==> src/rtl/led_pattern_ctrl.sv <==
// LED bar sequencer: valid/ready command port, IDLE/RUN FSM, prescaler and four step patterns.
// Build option: define LED_CTRL_COUNT_MODE_EN to implement COUNT mode; otherwise mode 11 runs as FILL.
module led_pattern_ctrl #(
    parameter int WIDTH = 16,
    parameter int DIV_W = 24
) (
    input  logic             clk,
    input  logic             rst,
    input  logic             cmd_valid,
    output logic             cmd_ready,
    input  logic [1:0]       cmd_op,
    input  logic [1:0]       cmd_mode,
    input  logic [DIV_W-1:0] cmd_div,
    output logic [WIDTH-1:0] led,
    output logic             busy,
    output logic             tick,
    output logic             state_dbg
);

    // Handshake: a command transfers on a rising edge where cmd_valid && cmd_ready;
    // cmd_ready is low only while rst is asserted, and the command fields are sampled at that edge.

    typedef enum logic {
        ST_IDLE = 1'b0,
        ST_RUN  = 1'b1
    } state_t;

    typedef enum logic [1:0] {
        M_FILL   = 2'b00,
        M_ROTATE = 2'b01,
        M_BOUNCE = 2'b10,
        M_COUNT  = 2'b11
    } mode_t;

    localparam logic [1:0] OP_START = 2'b01;
    localparam logic [1:0] OP_STOP  = 2'b10;
    localparam logic [1:0] OP_STEP  = 2'b11;

    localparam logic DIR_LEFT  = 1'b0;
    localparam logic DIR_RIGHT = 1'b1;

    localparam logic [WIDTH-1:0] LED_ONE = {{(WIDTH-1){1'b0}}, 1'b1};
    localparam logic [WIDTH-1:0] LED_TWO = LED_ONE << 1;
    localparam logic [DIV_W-1:0] PRE_ONE = {{(DIV_W-1){1'b0}}, 1'b1};

    state_t             state_q, state_d;
    mode_t              mode_q, mode_d;
    logic [DIV_W-1:0]   div_q, div_d;
    logic [DIV_W-1:0]   pre_q, pre_d;
    logic               dir_q, dir_d;
    logic [WIDTH-1:0]   led_q, led_d;
    logic               tick_q, tick_d;

    logic               accept;
    mode_t              start_mode;
    logic [WIDTH-1:0]   step_led;
    logic               step_dir;

    assign accept = cmd_valid && cmd_ready;

    // Without the COUNT option mode 11 is folded onto FILL at latch time, so no adder exists.
    always_comb begin
`ifdef LED_CTRL_COUNT_MODE_EN
        start_mode = mode_t'(cmd_mode);
`else
        start_mode = (cmd_mode == 2'b11) ? M_FILL : mode_t'(cmd_mode);
`endif
    end

    // One pattern step from the current LED value, mode and bounce direction.
    always_comb begin
        step_led = led_q;
        step_dir = dir_q;
        case (mode_q)
            M_FILL: begin
                step_led = {led_q[WIDTH-2:0], ~led_q[WIDTH-1]};
            end
            M_ROTATE: begin
                step_led = {led_q[WIDTH-2:0], led_q[WIDTH-1]};
            end
            M_BOUNCE: begin
                if (dir_q == DIR_LEFT) begin
                    if (led_q[WIDTH-1]) begin
                        step_dir = DIR_RIGHT;
                        step_led = led_q >> 1;
                    end else begin
                        step_led = led_q << 1;
                    end
                end else begin
                    if (led_q[0]) begin
                        step_dir = DIR_LEFT;
                        step_led = LED_TWO;
                    end else begin
                        step_led = led_q >> 1;
                    end
                end
            end
            M_COUNT: begin
`ifdef LED_CTRL_COUNT_MODE_EN
                step_led = led_q + LED_ONE;
`else
                step_led = {led_q[WIDTH-2:0], ~led_q[WIDTH-1]};
`endif
            end
            default: begin
                step_led = led_q;
            end
        endcase
    end

    always_comb begin
        state_d = state_q;
        mode_d  = mode_q;
        div_d   = div_q;
        pre_d   = pre_q;
        dir_d   = dir_q;
        led_d   = led_q;
        tick_d  = 1'b0;

        if (accept && cmd_op == OP_START) begin
            state_d = ST_RUN;
            mode_d  = start_mode;
            div_d   = cmd_div;
            pre_d   = '0;
            // Entry fix-up replaces the step that would otherwise happen at this edge.
            if (start_mode == M_ROTATE && led_q == '0) begin
                led_d = LED_ONE;
            end else if (start_mode == M_BOUNCE && !$onehot(led_q)) begin
                led_d = LED_ONE;
                dir_d = DIR_LEFT;
            end
        end else if (accept && cmd_op == OP_STOP) begin
            state_d = ST_IDLE;
            pre_d   = '0;
        end else if (state_q == ST_RUN) begin
            if (pre_q == div_q) begin
                pre_d  = '0;
                led_d  = step_led;
                dir_d  = step_dir;
                tick_d = 1'b1;
            end else begin
                pre_d = pre_q + PRE_ONE;
            end
        end else if (accept && cmd_op == OP_STEP) begin
            led_d  = step_led;
            dir_d  = step_dir;
            tick_d = 1'b1;
        end
    end

    always_ff @(posedge clk or negedge rst) begin
        if (!rst) begin
            state_q <= ST_IDLE;
            mode_q  <= M_FILL;
            div_q   <= '0;
            pre_q   <= '0;
            dir_q   <= DIR_LEFT;
            led_q   <= '0;
            tick_q  <= 1'b0;
        end else begin
            state_q <= state_d;
            mode_q  <= mode_d;
            div_q   <= div_d;
            pre_q   <= pre_d;
            dir_q   <= dir_d;
            led_q   <= led_d;
            tick_q  <= tick_d;
        end
    end

    assign cmd_ready = rst;
    assign led       = led_q;
    assign busy      = (state_q == ST_RUN);
    assign tick      = tick_q;
    assign state_dbg = state_q;

endmodule

==> config.mk <==
export PLATFORM = sky130hd
export DESIGN_NAME = led_pattern_ctrl
export DESIGN_NICKNAME = d
export VERILOG_FILES = /design/src/rtl/led_pattern_ctrl.sv
export SDC_FILE = /design/constraint.sdc
export NUM_CORES = 1
export LEC_CHECK = 0
export CORE_MARGIN = 8
export CORE_UTILIZATION = 50
export CTS_BUF_LIST = sky130_fd_sc_hd__clkbuf_2
export DETAILED_ROUTE_END_ITERATION = 8
export PLACE_DENSITY = 0.8
export SYNTH_ARGS = -nofsm -noshare
export SYNTH_HDL_FRONTEND = slang
export SYNTH_SLANG_ARGS = --single-unit
==> constraint.sdc <==
create_clock -name clk -period 8.3 [get_ports clk]
set_clock_uncertainty 0.05 [all_clocks]
set_input_delay 0.83 -clock clk [delete_from_list [all_inputs] [get_ports clk]]
set_output_delay 0.83 -clock clk [all_outputs]
set_load 0.01 [all_outputs]
==> impl_metrics.json, run 1 <==
{
  "cp-end-kind": "flop",
  "async_flop_share": 1.00,
  "grtUsageTotal": 0.178,
  "fin_setup_tns_ns": 0,
  "postCtsHoldBufs": 0,
  "final_common_cell": "nand2_1",
  "syn_avg_cell_area_um2": 9.17,
  "core_region_area_mm2": 0.00809,
  "post_cts_buffers": 0,
  "grt_pass1_wl_mm": 16.2,
  "synth_cells": 448,
  "cts_tree": "built",
  "rr_startpoint": "led[5]",
  "hpwl_mm": 7.25,
  "cp.required_ns": 8.66,
  "worst_pin_slew_ns": 1.07,
  "reg2reg_to": "led[2]",
  "diodes": 0,
  "wl_per_cell_um": 16.7,
  "syn-num-nets": 499,
  "cts_max_level": 3,
  "ys_seq_area_frac": 0.420,
  "antenna_found_initial": 0,
  "fmax_mhz": 200,
  "drv_slew": 0,
  "dp.cells": 583,
  "vias_per_cell": 5.70,
  "hold_class": "in -> async",
  "place_area_mm2": 0.00462,
  "syn_to_final_growth_pct": 15.8,
  "p_per_area_mw_per_mm2": 213,
  "drtAntennaViolNets": 0,
  "clock_sinks": 69,
  "critPathKind": "reg -> reg",
  "cts_buffer_depth": 2,
  "io_buffers": 50,
  "syn_area_mm2": 0.00411,
  "clock_latency_ns": 0.52,
  "totalWireLength_mm": 9.98,
  "power_uw": 1010,
  "design_area_mm2": 0.00476,
  "synth.distinct_cells": 55,
  "start_kind": "flop",
  "cp.arrival_ns": 5.36,
  "drc": 0,
  "start_util": 0.508,
  "yosys_most_used_dff": "dfrtp_1",
  "worst-path-max-fanout": 16,
  "ios": 51,
  "power.leakage_uw": 0.00217,
  "cts_resized": 0,
  "ys_warn_count": 0,
  "reg2reg_depth": 15,
  "cts_root_buf": "clkbuf_2",
  "cts.clk_slew.worst_paths_ns": 0.20,
  "die_w_um": 107,
  "ir_worst_vdd_mv": 0.138,
  "drtIter0Drc": 236,
  "row_count": 33,
  "place.gp.congestion": 0.908,
  "cts-buffers-inserted": 9,
  "grt_pass1_vias": 3338,
  "drive_above_1_share": 0.0688,
  "min_period_over_period": 0.602,
  "nets": 540,
  "period_minus_slack_ns": 5.00,
  "setup_viol_count_final": 0,
  "hold_viol": 0,
  "finalNonFillerCells": 599,
  "overflow": 0,
  "regToRegSetupSlack_ns": 3.30,
  "first_pass_iters": 5,
  "yosys_register_bits": 69,
  "maxCapViolCount": 0,
  "dieArea_mm2": 0.0114,
  "rsz0062_at_grt": "no",
  "grt_max_degree": 72,
  "via_count": 3414,
  "layout_common_cells": "106 x nand2_1, 69 x dfrtp_1, 49 x clkdlybuf4s50_1",
  "status": "finished, final reports clean",
  "die_h_um": 107,
  "slew_headroom": 0.284,
  "synth_edf_count": 0
}
## area by class of cell
class / count / area (um2)
Tap cell: 105 / 131
Fill cell: 701 / 3330
Inverter: 34 / 128
Multi-Input combinational cell: 323 / 2130
Clock buffer: 10 / 50.0
Timing Repair Buffer: 52 / 510
Clock inverter: 6 / 87.6
Sequential cell: 69 / 1730
## how the worst max path moves through the flow
stage | start | to | slack [ns] | cells after the start
floorplan | led[5] | led[11] | 3.91 | 16
global placement | led[5] | led[8] | 3.41 | 15
detailed placement | led[5] | led[3] | 3.34 | 15
CTS | led[5] | led[3] | 3.29 | 15
global route | led[5] | led[2] | 3.12 | 15
finish | led[5] | led[2] | 3.30 | 15
## flip-flops by register name (all words and copies together), names as in the netlist
register,count
div_q,24
busy,1
pre_q,24
dir_q,1
tick,1
mode_q,2
led,16
## critical path: stages (launching register included)
cell and delay, ns:
dfrtp_1 0.46, inv_1 0.10, fa_1 0.54, inv_1 0.05
fa_1 0.46, fa_1 0.51, inv_1 0.05, fa_1 0.47
inv_1 0.04, ha_1 0.20, fa_1 0.43, nor4b_1 0.30
a21oi_1 0.13, nor2b_1 0.12, a211o_1 0.59, mux2_2 0.41
## per-layer routing
layer | part of all wire | global-route usage | wire, um | up-vias
met5 | 0 | 0 | 0 | -
met4 | 0.028 | 0.0905 | 284 | 0
met3 | 0.046 | 0.0282 | 459 | 22
met2 | 0.50 | 0.295 | 4970 | 119
met1 | 0.43 | 0.219 | 4270 | 1684
li1 | - | - | - | 1589
## where the power goes
group	internal [uW]	switching, uW
logic	161	174
clock network	99.9	131
registers	384	64.9
## kinds of logic (layout without fill, tap and decap cells)
family | count (synthesis) | after routing | share of synthesized area
buf+inv | 56 | 102 | 0.0627
xor+xnor | 35 | 35 | 0.0764
mux | 17 | 17 | 0.0432
simple gates | 194 | 194 | 0.223
flops | 69 | 69 | 0.420
compound gates | 57 | 57 | 0.0953
fa+ha+maj | 20 | 20 | 0.0791
## synthesized netlist by cell type (all sizes together) (2+ instances only)
cell type  instances  area share
a22oi              8       0.015
a22o              10       0.022
xnor2             30       0.066
and3               2      0.0030
mux2               6       0.016
nand3             14       0.018
dfrtp             69        0.42
nor4b              2      0.0043
nand2            106       0.097
and2               4      0.0064
buf               10       0.021
or2b               2      0.0040
or4                4      0.0073
nor2              22       0.020
a31oi              5      0.0076
and4               3      0.0064
a21oi             10       0.012
ha                10       0.030
xor2               5       0.011
mux2i             11       0.027
nand3b             2      0.0037
clkbuf            12       0.011
a211o              2      0.0043
fa                10       0.049
nor3               5      0.0061
nor3b              4      0.0073
o21ai             11       0.013
nand4             12       0.018
inv               34       0.031
nor2b              3      0.0046
o22ai              2      0.0030
nor4               5      0.0091
## per-stage QoR
stage	utilization	hold slack [ns]	setup WS, ns
finish	0.588	0.462	3.30
global route	0.588	0.493	3.12
CTS	0.588	0.478	3.29
detailed placement	0.571	0.433	3.34
global placement	0.571	0.433	3.41
floorplan	-	0.417	3.91
(Power assumes the default switching activity.)
==> run 2: changes to the inputs <==
PLACE_DENSITY = 0.83   (was 0.8)
clock period = 4.25 ns   (was 8.3 ns; I/O delays follow)
==> impl_metrics.json, run 2 (synthesis gave the netlist of run 1 again) <==
{
  "status": "finished with violations",
  "violations": "negative setup slack",
  "drv_slew": 0,
  "wl_per_cell_um": 16.1,
  "reg2reg_depth": 16,
  "antenna_found_initial": 0,
  "cp.arrival_ns": 4.89,
  "cp_top_family": "adder cells",
  "die_w_um": 107,
  "slew_headroom": 0.286,
  "fmax_mhz": 222,
  "start_kind": "flop",
  "overflow": 0,
  "rr_startpoint": "led[11]",
  "layout_setup_ws_ns": -0.259,
  "cp-end-kind": "flop",
  "cts.clk_slew.worst_paths_ns": 0.19,
  "vias_per_cell": 5.56,
  "grtUsageTotal": 0.183,
  "hold_class": "in -> async",
  "layout_common_cells": "106 x nand2_1, 69 x dfrtp_1, 49 x clkdlybuf4s50_1",
  "cp.required_ns": 4.63,
  "regToRegSetupSlack_ns": -0.26,
  "hpwl_mm": 7.37,
  "rsz0062_at_grt": "yes",
  "hold_viol": 0,
  "critPathSlowestCell": "fa_1",
  "place.gp.congestion": 0.872,
  "cts-buffers-inserted": 9,
  "maxCapViolCount": 0,
  "nets": 562,
  "power_uw": 2010,
  "nFillCells": 713,
  "grt_max_degree": 54,
  "first_pass_iters": 5,
  "start_util": 0.508,
  "cts_root_buf": "clkbuf_2",
  "path_buf_inv": 5,
  "row_count": 33,
  "fin_util": 0.608,
  "grt_pass1_wl_mm": 16.8,
  "final_common_cell": "nand2_1",
  "drive_above_1_share": 0.107,
  "cpPeakStageDelay_ns": 0.54,
  "critPathKind": "reg -> reg",
  "drtIter0Drc": 150,
  "drtAntennaViolNets": 0,
  "grt_pass1_vias": 3554,
  "cts_tree": "built",
  "cts_max_level": 3,
  "io_buffers": 50,
  "via_count": 3440,
  "reg2reg_to": "led[3]",
  "clock_sinks": 69,
  "clock_latency_ns": 0.53,
  "period_minus_slack_ns": 4.51,
  "drc": 0,
  "worst_pin_slew_ns": 1.07,
  "ios": 51,
  "min_period_over_period": 1.06,
  "die_h_um": 107,
  "core_region_area_mm2": 0.00809,
  "setup_viol_count_final": 17,
  "totalWireLength_mm": 9.95,
  "worst-path-max-fanout": 12,
  "path_cells": "fa_1 -> inv_1 -> fa_1 -> inv_1 -> fa_1 -> inv_1 -> fa_1 -> inv_1 -> ha_2 -> fa_2 -> nor4b_4 -> a21oi_2 -> nor2b_1 -> a211o_1 -> buf_12 -> mux2_2",
  "p_per_area_mw_per_mm2": 409,
  "power.leakage_uw": 0.00228,
  "syn_to_final_growth_pct": 19.6,
  "cts_buffer_depth": 2,
  "dieArea_mm2": 0.0114,
  "diodes": 0,
  "ir_worst_vdd_mv": 0.208
}
## run 2: repair_timing
item / CTS / global route
setup buffers: 4 / 1
hold buffers: 1 / 0
pin swaps: 4 / 3
endpoints found under the setup margin: 16 / 17
endpoints found under the hold margin: 17 / 0
resized for setup: 2 / 2
## run 2: through the flow
step	hold WS, ns	setup WS [ns]	std cells	TNS (ns)	instance area [um2]
finish	0.293	-0.259	619	-3.00	4920
global placement	0.342	-0.142	600	-1.20	4770
floorplan	0.0794	-0.110	448	-0.602	4120
global route	0.317	-0.389	619	-5.49	4920
detailed placement	0.344	-0.228	600	-2.47	4770
CTS	0.298	-0.244	619	-3.02	4910
## run 2: worst max-delay path by stage
stage,from,endpoint,slack [ns],cells past startpoint
final,led[11],led[3],-0.26,16
after CTS,led[11],led[3],-0.24,16
after global placement,led[11],led[11],-0.14,16
after floorplan,led[5],led[14],-0.11,17
after global routing,led[11],led[3],-0.39,16
after detailed placement,led[5],led[3],-0.23,16
## run 2: metal layers
layer / track usage / up-vias / wire (um)
met1: 0.219 / 1654 / 4050
li1: - / 1635 / -
met5: 0 / - / 0
met2: 0.303 / 125 / 5020
met4: 0.0864 / 0 / 277
met3: 0.0450 / 26 / 604
## run 2: layout make-up
class | instances | area, um2 | share of cell area
Multi-Input combinational cell | 323 | 2150 | 0.437
Clock inverter | 4 | 41.3 | 0.00840
Sequential cell | 69 | 1730 | 0.351
Timing Repair Buffer | 74 | 691 | 0.140
Tap cell | 105 | 131 | 0.0267
Inverter | 34 | 128 | 0.0260
Clock buffer | 10 | 50.0 | 0.0102
## run 2: where the power goes
part,internal (uW),leakage [uW],switching [uW]
Combinational,401,0.00131,394
Sequential,751,0.000907,111
Clock,127,0.0000604,230
==> run 3: changes to the inputs <==
CORE_UTILIZATION = 52   (was 50)
PLACE_DENSITY = 0.85   (was 0.83)
==> impl_metrics.json, run 3 (synthesis gave the netlist of run 1 again) <==
{
  "grt_max_degree": 71,
  "cp.required_ns": 4.62,
  "core_region_area_mm2": 0.00769,
  "use_met2": 0.327,
  "cts_tree": "built",
  "cts.clk_slew.worst_paths_ns": 0.20,
  "io_buffers": 50,
  "via_count": 3513,
  "whs_ns": 0.0693,
  "period_minus_slack_ns": 4.47,
  "ir_worst_vdd_mv": 0.290,
  "grt-busiest-layer": "met2",
  "vias_per_cell": 5.70,
  "grt_pass1_vias": 3607,
  "fmax_mhz": 224,
  "antenna_found_initial": 0,
  "rsz0062_at_grt": "yes",
  "drv_slew": 0,
  "status": "finished with violations",
  "cp.arrival_ns": 4.84,
  "min_period_over_period": 1.05,
  "cts-buffers-inserted": 9,
  "maxCapViolCount": 0,
  "diodes": 0,
  "hold_class": "in -> async",
  "drtIter0Drc": 254,
  "start_util": 0.535,
  "syn_to_final_growth_pct": 20.0,
  "worst_pin_slew_ns": 1.08,
  "first_pass_iters": 5,
  "dieArea_mm2": 0.0110,
  "clock_sinks": 69,
  "cts_buffer_depth": 2,
  "place_area_mm2": 0.00477,
  "worst-path-max-fanout": 10,
  "drc": 0,
  "die_w_um": 105,
  "start_kind": "flop",
  "hold_viol": 0,
  "place.gp.congestion": 0.943,
  "row_count": 32,
  "nets": 560,
  "power.leakage_uw": 0.00227,
  "overflow": 0,
  "power_uw": 1990,
  "ios": 51,
  "final_common_cell": "nand2_1",
  "design_area_mm2": 0.00493,
  "clock_latency_ns": 0.50,
  "cp-end-kind": "flop",
  "setup_viol_count_final": 16,
  "drtAntennaViolNets": 0,
  "die_h_um": 105,
  "critPathKind": "reg -> reg",
  "hpwl_mm": 7.42,
  "met1_usage": 0.230,
  "layout_common_cells": "106 x nand2_1, 69 x dfrtp_1, 49 x clkdlybuf4s50_1",
  "fin_setup_tns_ns": -2.62,
  "cts_root_buf": "clkbuf_2",
  "wl_per_cell_um": 16.3,
  "violations": "negative setup slack",
  "use_met3": 0.0375,
  "p_per_area_mw_per_mm2": 404,
  "totalWireLength_mm": 10.0,
  "grt_pass1_wl_mm": 17.3,
  "cts_max_level": 3,
  "drive_above_1_share": 0.115,
  "layout_setup_ws_ns": -0.221,
  "grtUsageTotal": 0.191,
  "slew_headroom": 0.279
}
run 3: changes by cell type in the layout (fill, tap and decap cells not counted), sizes merged:
cell | previous run | this run
clkinvlp | 0 | 3
buf | 24 | 23
clkbuf | 10 | 9
dlygate4sd3 | 1 | 0
run 3: metal layers:
metal,share of wire,vias up
li1,-,1628
met1,0.42,1738
met2,0.51,125
met3,0.045,22
met4,0.026,0
met5,0,-
run 3: layout make-up:
type / count / area (um2)
fillers: 622 / 2760
multi-input cells: 323 / 2160
flip-flops and latches: 69 / 1730
repair buffers: 72 / 681
inverters: 34 / 128
well taps: 102 / 128
clock inverters: 7 / 66.3
clock buffers: 9 / 45.0
run 3: stage by stage:
step           setup WS [ns]  cells   util
2_1_floorplan         -0.110    448      -
3_3_place_gp          -0.129    598  0.621
3_5_place_dp          -0.200    598  0.621
4_1_cts               -0.221    617  0.640
5_1_grt               -0.421    616  0.641
6_report              -0.221    616  0.641
run 3: worst max-delay path, cell delays in order, from the launching register on:
cell,delay [ns]
dfrtp_1,0.45
fa_1,0.54
inv_1,0.05
fa_1,0.47
inv_1,0.05
fa_1,0.47
inv_1,0.05
fa_1,0.49
inv_2,0.04
ha_4,0.15
fa_2,0.52
nor4b_2,0.05
a21oi_1,0.16
nor2b_1,0.07
a211o_1,0.30
buf_12,0.16
buf_6,0.11
a22o_1,0.21
run 3: power breakdown:
group / switching, uW / internal [uW]
Combinational: 379 / 377
Sequential: 113 / 751
Clock: 240 / 131
Total: 732 / 1260
run 3: final timing paths:
kind,start,endpoint,slack (ns),depth (start not counted)
max,led[11],led[14],-0.22,17
min,rst,dir_q,0.07,2
max reg2reg,led[11],led[14],-0.22,17
min reg2reg,div_q[1],div_q[1],0.47,2
max in group asynchronous,rst,pre_q[16],3.53,2
min in group clk,rst,busy,0.33,4
run 3: timing repair:
item                                    CTS  global route
hold buffers                              0             0
setup buffers                             3             1
pin swaps                                 2             4
endpoints found under the setup margin   16            17
gates resized for setup                   4             5
